File: src/rtl/port_pkg.sv
// Shared definitions for the input-port buffer: mode encodings, default
// geometry and a constant log2 helper used to size FIFO pointers and counters.
package port_pkg;

  // Per-channel operating mode, 8255 style.
  typedef enum logic {
    PORT_MODE_BASIC    = 1'b0,
    PORT_MODE_STROBED  = 1'b1
  } port_mode_e;

  localparam int unsigned PORT_DEFAULT_WIDTH = 8;
  localparam int unsigned PORT_DEFAULT_DEPTH = 4;

  // Ceiling log2, usable in constant expressions.
  function automatic int unsigned clog2(input int unsigned value);
    int unsigned res;
    int unsigned pwr;
    res = 0;
    pwr = 1;
    while (pwr < value) begin
      pwr = pwr << 1;
      res = res + 1;
    end
    return res;
  endfunction

endpackage

File: src/rtl/port_in_fifo.sv
// Single-channel synchronous FIFO for strobed-mode capture.
// Ports:
//   clk, reset      clock, synchronous active-high reset
//   flush_i         empties the FIFO (pointers and count to 0), wins over push/pop
//   push_i, pop_i   requests; push on full is accepted only alongside a pop
//   wdata_i         data written at the tail on an accepted push
//   head_o          entry at the head
//   head_next_o     entry one past the head (new head after a pop)
//   count_o         number of stored entries, 0..DEPTH
//   full_o, empty_o status derived from count
//   push_ok_o       push accepted this cycle
//   pop_ok_o        pop accepted this cycle
module port_in_fifo
  import port_pkg::*;
#(
  parameter  int unsigned WIDTH = PORT_DEFAULT_WIDTH,
  parameter  int unsigned DEPTH = PORT_DEFAULT_DEPTH,
  localparam int unsigned PW    = clog2(DEPTH),
  localparam int unsigned CW    = PW + 1
) (
  input  logic             clk,
  input  logic             reset,
  input  logic             flush_i,
  input  logic             push_i,
  input  logic             pop_i,
  input  logic [WIDTH-1:0] wdata_i,
  output logic [WIDTH-1:0] head_o,
  output logic [WIDTH-1:0] head_next_o,
  output logic [CW-1:0]    count_o,
  output logic             full_o,
  output logic             empty_o,
  output logic             push_ok_o,
  output logic             pop_ok_o
);

  logic [WIDTH-1:0] mem_q [DEPTH];
  logic [PW-1:0]    wr_ptr_q, wr_ptr_d;
  logic [PW-1:0]    rd_ptr_q, rd_ptr_d;
  logic [CW-1:0]    count_q, count_d;

  assign empty_o = (count_q == '0);
  assign full_o  = (count_q == CW'(DEPTH));
  assign count_o = count_q;

  // A pop frees a slot in the same cycle, so a push on full is taken with it.
  assign pop_ok_o  = ~flush_i & pop_i & ~empty_o;
  assign push_ok_o = ~flush_i & push_i & (~full_o | pop_ok_o);

  assign head_o      = mem_q[rd_ptr_q];
  assign head_next_o = mem_q[rd_ptr_q + PW'(1)];

  // Pointer/count next state; DEPTH is a power of two so pointers wrap naturally.
  always_comb begin
    wr_ptr_d = wr_ptr_q;
    rd_ptr_d = rd_ptr_q;
    count_d  = count_q;
    if (flush_i) begin
      wr_ptr_d = '0;
      rd_ptr_d = '0;
      count_d  = '0;
    end else begin
      if (push_ok_o) wr_ptr_d = wr_ptr_q + PW'(1);
      if (pop_ok_o)  rd_ptr_d = rd_ptr_q + PW'(1);
      count_d = count_q + CW'(push_ok_o) - CW'(pop_ok_o);
    end
  end

  // State registers.
  always_ff @(posedge clk) begin
    if (reset) begin
      wr_ptr_q <= '0;
      rd_ptr_q <= '0;
      count_q  <= '0;
      for (int i = 0; i < int'(DEPTH); i++) mem_q[i] <= '0;
    end else begin
      wr_ptr_q <= wr_ptr_d;
      rd_ptr_q <= rd_ptr_d;
      count_q  <= count_d;
      if (push_ok_o) mem_q[wr_ptr_q] <= wdata_i;
    end
  end

endmodule

File: src/rtl/port_in_buf.sv
// Multi-channel 8255-style input port buffer. Each channel runs either as a
// basic latch (mode 0) or as a strobed FIFO with IBF/INTR handshake (mode 1).
// Optional feature macro: PORT_IN_OVF_EN enables the sticky overflow flag and
// its contribution to intr; without it ovf reads 0 and dropped pushes vanish.
// Ports (NCH channels, channel c at bit c / slice [c*WIDTH +: WIDTH]):
//   clk, reset   clock, synchronous active-high reset
//   mode         0 = basic latch, 1 = strobed FIFO
//   port_in      external port data
//   ld_n         mode 0 load enable, active-low
//   stb_n        mode 1 strobe, active-low; its falling edge pushes port_in
//   rd           CPU read pulse, pops in mode 1
//   inte         interrupt enable
//   data_out     registered value for the CPU read mux
//   ibf          FIFO non-empty
//   intr         registered interrupt request
//   full         FIFO full
//   ovf          sticky overflow flag
//   ovf_clr      clears ovf
module port_in_buf
  import port_pkg::*;
#(
  parameter int unsigned WIDTH = PORT_DEFAULT_WIDTH,
  parameter int unsigned DEPTH = PORT_DEFAULT_DEPTH,
  parameter int unsigned NCH   = 1
) (
  input  logic                 clk,
  input  logic                 reset,
  input  logic [NCH-1:0]       mode,
  input  logic [NCH*WIDTH-1:0] port_in,
  input  logic [NCH-1:0]       ld_n,
  input  logic [NCH-1:0]       stb_n,
  input  logic [NCH-1:0]       rd,
  input  logic [NCH-1:0]       inte,
  output logic [NCH*WIDTH-1:0] data_out,
  output logic [NCH-1:0]       ibf,
  output logic [NCH-1:0]       intr,
  output logic [NCH-1:0]       full,
  output logic [NCH-1:0]       ovf,
  input  logic [NCH-1:0]       ovf_clr
);

  localparam int unsigned CW = clog2(DEPTH) + 1;

`ifndef PORT_IN_OVF_EN
  logic unused_ovf_clr;
  assign unused_ovf_clr = ^ovf_clr;
`endif

  for (genvar c = 0; c < int'(NCH); c++) begin : g_ch
    logic             strobed;
    logic             push, pop, flush;
    logic             stb_q;
    logic [WIDTH-1:0] dout_q, dout_d;
    logic             intr_q, intr_d;
    logic             ovf_q, ovf_d;
    logic [WIDTH-1:0] din;
    logic [WIDTH-1:0] unused_head;
    logic [WIDTH-1:0] head_next;
    logic [CW-1:0]    count;
    logic             f_full, f_empty, push_ok, pop_ok;

    assign din     = port_in[c*WIDTH +: WIDTH];
    assign strobed = (port_mode_e'(mode[c]) == PORT_MODE_STROBED);

    // Falling edge of stb_n against the history register; one push per low period.
    assign push  = strobed & stb_q & ~stb_n[c];
    assign pop   = strobed & rd[c];
    // Basic mode keeps the FIFO empty, which also gives 1->0 flush and 0->1 empty start.
    assign flush = ~strobed;

    port_in_fifo #(
      .WIDTH (WIDTH),
      .DEPTH (DEPTH)
    ) u_fifo (
      .clk         (clk),
      .reset       (reset),
      .flush_i     (flush),
      .push_i      (push),
      .pop_i       (pop),
      .wdata_i     (din),
      .head_o      (unused_head),
      .head_next_o (head_next),
      .count_o     (count),
      .full_o      (f_full),
      .empty_o     (f_empty),
      .push_ok_o   (push_ok),
      .pop_ok_o    (pop_ok)
    );

`ifdef PORT_IN_OVF_EN
    logic drop;
    assign drop = push & ~push_ok;
`endif

    // data_out tracks the post-update head so it lands with the same edge as ibf.
    always_comb begin
      dout_d = dout_q;
      intr_d = 1'b0;
      ovf_d  = ovf_q;
      if (!strobed) begin
        if (!ld_n[c]) dout_d = din;
      end else begin
        if (push_ok && f_empty) begin
          dout_d = din;
        end else if (pop_ok && (count == CW'(1))) begin
          // Last entry leaves: new head is the simultaneous push, else hold.
          if (push_ok) dout_d = din;
        end else if (pop_ok) begin
          dout_d = head_next;
        end
        intr_d = inte[c] & ~f_empty & ~rd[c];
      end
`ifdef PORT_IN_OVF_EN
      if (ovf_clr[c]) ovf_d = 1'b0;
      if (drop)       ovf_d = 1'b1;
      if (strobed && ovf_q && inte[c]) intr_d = 1'b1;
`else
      ovf_d = 1'b0;
`endif
    end

    // Channel registers.
    always_ff @(posedge clk) begin
      if (reset) begin
        stb_q  <= 1'b1;
        dout_q <= '0;
        intr_q <= 1'b0;
        ovf_q  <= 1'b0;
      end else begin
        stb_q  <= stb_n[c];
        dout_q <= dout_d;
        intr_q <= intr_d;
        ovf_q  <= ovf_d;
      end
    end

    assign data_out[c*WIDTH +: WIDTH] = dout_q;
    assign ibf[c]  = ~f_empty;
    assign full[c] = f_full;
    assign intr[c] = intr_q;
    assign ovf[c]  = ovf_q;
  end

endmodule

File: config.mk
export PLATFORM = sky130hd
export DESIGN_NAME = port_in_buf
export DESIGN_NICKNAME = d
export VERILOG_FILES = /design/src/rtl/port_pkg.sv /design/src/rtl/port_in_fifo.sv /design/src/rtl/port_in_buf.sv
export SDC_FILE = /design/constraint.sdc
export NUM_CORES = 1
export LEC_CHECK = 0
export CAP_MARGIN = 20
export CORE_MARGIN = 2
export CORE_UTILIZATION = 29
export CTS_CLUSTER_DIAMETER = 30
export CTS_CLUSTER_SIZE = 40
export DETAILED_ROUTE_END_ITERATION = 10
export GPL_TIMING_DRIVEN = 0
export SLEW_MARGIN = 10
export SYNTH_ARGS = -nofsm -noshare
export SYNTH_HDL_FRONTEND = slang
export SYNTH_HIERARCHICAL = 1
export SYNTH_SLANG_ARGS = --single-unit
File: constraint.sdc
create_clock -name clk -period 8.9 [get_ports clk]
set_input_delay 2.225 -clock clk [delete_from_list [all_inputs] [get_ports clk]]
set_output_delay 2.225 -clock clk [all_outputs]
set_load 0.03 [all_outputs]
==> impl_metrics.env, run 1 <==
export IMPL_ant_nets=0
export IMPL_hold_buffers=0
export IMPL_worst_pin_slew_ps=1000
export IMPL_leakagePower_nw=0.970
export IMPL_synthToLayoutAreaGrowth_pct=19.9
export IMPL_grt_max_degree=16
export IMPL_r2r_cells=7
export IMPL_fin_skew_ps=5.81
export IMPL_worstReg2RegStart="g_ch[0].u_fifo/count_o[2]"
export IMPL_drc=0
export IMPL_grt_pass1_wl_um=8200
export IMPL_crit_path_start_kind="input pin"
export IMPL_die_area_um2=8780
export IMPL_clockBufferDepth=2
export IMPL_layoutNonFillerInstCount=320
export IMPL_r2r_end="data_out[7]"
export IMPL_dp_cells=312
export IMPL_swShare_pct=25.0
export IMPL_dr_pass1_iters=5
export IMPL_initial_utilization_pct=30.0
export IMPL_max_vdd_ir_drop_mv=0.0535
export IMPL_via_per_inst=4.68
export IMPL_io_pins=28
export IMPL_h_tree_depth=2
export IMPL_cap_viol_max_count=0
export IMPL_fin_crit_sh_pct=55.7
export IMPL_overflow=0
export IMPL_netlist_area_um2=2330
export IMPL_dp_hpwl_um=3340
export IMPL_netlist_instances=185
export IMPL_cts_tree="done"
export IMPL_core_um2=7770
export IMPL_ys_warn_count=6
export IMPL_p_switching_w=0.000110
export IMPL_antenna_found_initial=0
export IMPL_drive_above_1_share_pct=18.8
export IMPL_post_route_min_period_ps=4960
export IMPL_worstSkewPairLatency_ps=300
export IMPL_root_buffer="clkbuf_8"
export IMPL_worstPathRequired_ps=9070
export IMPL_grt_total_usage_pct=12.4
export IMPL_rsz0062_at_grt="no"
export IMPL_cts_buffers=5
export IMPL_cts_resized=0
export IMPL_cp_endpoint="data_out[7]"
export IMPL_grt_pass1_vias=1594
export IMPL_p_per_area_nw_per_um2=157
export IMPL_place_gp_congestion=0.758
export IMPL_port_buffers=25
export IMPL_critPathMaxFanout=9
export IMPL_rows=32
export IMPL_r2r_slack_ps=6090
export IMPL_n_antenna_cell=0
export IMPL_die_y_um=93.7
export IMPL_report_final_setup_viol=0
export IMPL_p_int_w=0.000330
export IMPL_wl_um=4890
export IMPL_clk_pin_slew_worst_paths_ps=90
export IMPL_drt_iter0_markers=79
export IMPL_power_share_clock_pct=29.4
export IMPL_worstHoldPathType="reg2reg"
export IMPL_pwr_share_seq_pct=57.9
export IMPL_comb_power_share_pct=12.7
export IMPL_crit_start="mode"
export IMPL_status="finished, final reports clean"
export IMPL_setup_tns_ps=0
export IMPL_vias=1496
export IMPL_fmax_mhz=202
export IMPL_critPathKind="in2reg"
export IMPL_die_x_um=93.7
export IMPL_cts_sinks=49
export IMPL_drv_slew=0
export IMPL_crit_arrival_ps=5130
export IMPL_nNetsFinal=235
export IMPL_wire_per_inst_um=15.3
export IMPL_syn_area_per_cell_um2=12.6
export IMPL_postCtsSetupRepairBufs=0
export IMPL_slew_limit_headroom_pct=33.0
export IMPL_end_kind="flop"
export IMPL_hold_viol=0
export IMPL_synthesis_nets=203
==> layout make-up <==
class	count	area [µm²]
buffer	9	63.8
clock buffer	5	68.8
clock inverter	3	17.5
fill	794	4970
inverter	5	18.8
multi-input combinational	122	948
sequential	49	1300
tap	102	128
timing repair buffer	25	250
==> stage by stage <==
stage | power (W) | setup WS [ps] | area [µm²] | util [%] | hold slack [ps]
finish | 0.000440 | 3940 | 2800 | 36.0 | 553
global route | 0.000461 | 3780 | 2800 | 36.0 | 590
CTS | 0.000448 | 3920 | 2800 | 36.0 | 557
detailed placement | 0.000316 | 3620 | 2710 | 34.9 | 541
global placement | 0.000316 | 3580 | 2710 | 34.9 | 531
floorplan | 0.000294 | 4270 | 2330 | - | 500
==> sequential cells by signal, summed over array words and instances (netlist names) <==
name / count
g_ch.u_fifo/mem_q: 32
intr: 1
g_ch.u_fifo/rd_ptr_q: 2
g_ch.u_fifo/wr_ptr_q: 2
g_ch.stb_q: 1
g_ch.u_fifo/count_o: 3
data_out: 8
==> critical path, stage by stage <==
cell and delay, ps:
clkdlybuf4s50_1 440, and2_1 190, or4b_1 550, buf_6 170, nand2_8 100, inv_2 80
a221oi_2 840, mux2i_1 420, a211oi_2 110
==> worst min-delay path by stage <==
stage | cells after the start | from | to | slack (ps)
final | 2 | g_ch[0].u_fifo/wr_ptr_q[0] | g_ch[0].u_fifo/wr_ptr_q[0] | 550
after global routing | 2 | data_out[3] | data_out[3] | 590
after CTS | 2 | g_ch[0].u_fifo/wr_ptr_q[0] | g_ch[0].u_fifo/wr_ptr_q[0] | 560
after detailed placement | 2 | g_ch[0].u_fifo/wr_ptr_q[0] | g_ch[0].u_fifo/wr_ptr_q[0] | 540
after global placement | 2 | g_ch[0].u_fifo/wr_ptr_q[0] | g_ch[0].u_fifo/wr_ptr_q[0] | 530
after floorplan | 2 | g_ch[0].u_fifo/wr_ptr_q[0] | g_ch[0].u_fifo/wr_ptr_q[0] | 500
==> cells in the final DEF, fill, tap and decap left out, drive strengths merged, types with 3 or more instances in the layout <==
| cell | count |
|---|---|
| nand2 | 5 |
| mux4 | 8 |
| dfxtp | 17 |
| nor2 | 39 |
| nand3 | 3 |
| buf | 7 |
| a21oi | 9 |
| clkbuf | 7 |
| mux2i | 8 |
| clkdlybuf4s50 | 25 |
| inv | 5 |
| a211oi | 8 |
| nand2b | 11 |
| and2 | 4 |
| edfxtp | 32 |
==> power groups by stage <==
stage | clock network [W] | registers [W] | logic, W
floorplan | 0 | 0.000266 | 0.0000286
global placement | 0 | 0.000260 | 0.0000560
detailed placement | 0 | 0.000260 | 0.0000561
CTS | 0.000137 | 0.000255 | 0.0000565
global route | 0.000144 | 0.000256 | 0.0000609
finish | 0.000129 | 0.000255 | 0.0000560
==> routing by layer <==
layer  share of wire (%)  vias to the layer above  wire length [µm]  global-route usage [%]
li1                    -                      734                 -                       -
met1                  46                      728              2250                    16.2
met2                  49                       26              2400                    20.1
met3                 2.9                        8               142                    2.25
met4                 1.9                        0                95                    5.07
met5                   0                        -                 0                       0
(Power assumes the default switching activity.)
==> run 2, diff against run 1 <==
Clock period 8.9 ns to 4.07 ns, I/O delays scaled along.
==> results of run 2 <==
Same layout as run 1 (identical final DEF). Status: finished, final reports clean.
Main changes from that run: setup slack after placement 3620 ps -> -2.83 ps; setup slack after layout 3940 ps -> 319 ps; register-to-register setup slack 6090 ps -> 1260 ps; total power 0.000440 W -> 0.000962 W; worst IR drop on VDD 0.0535 mV -> 0.117 mV
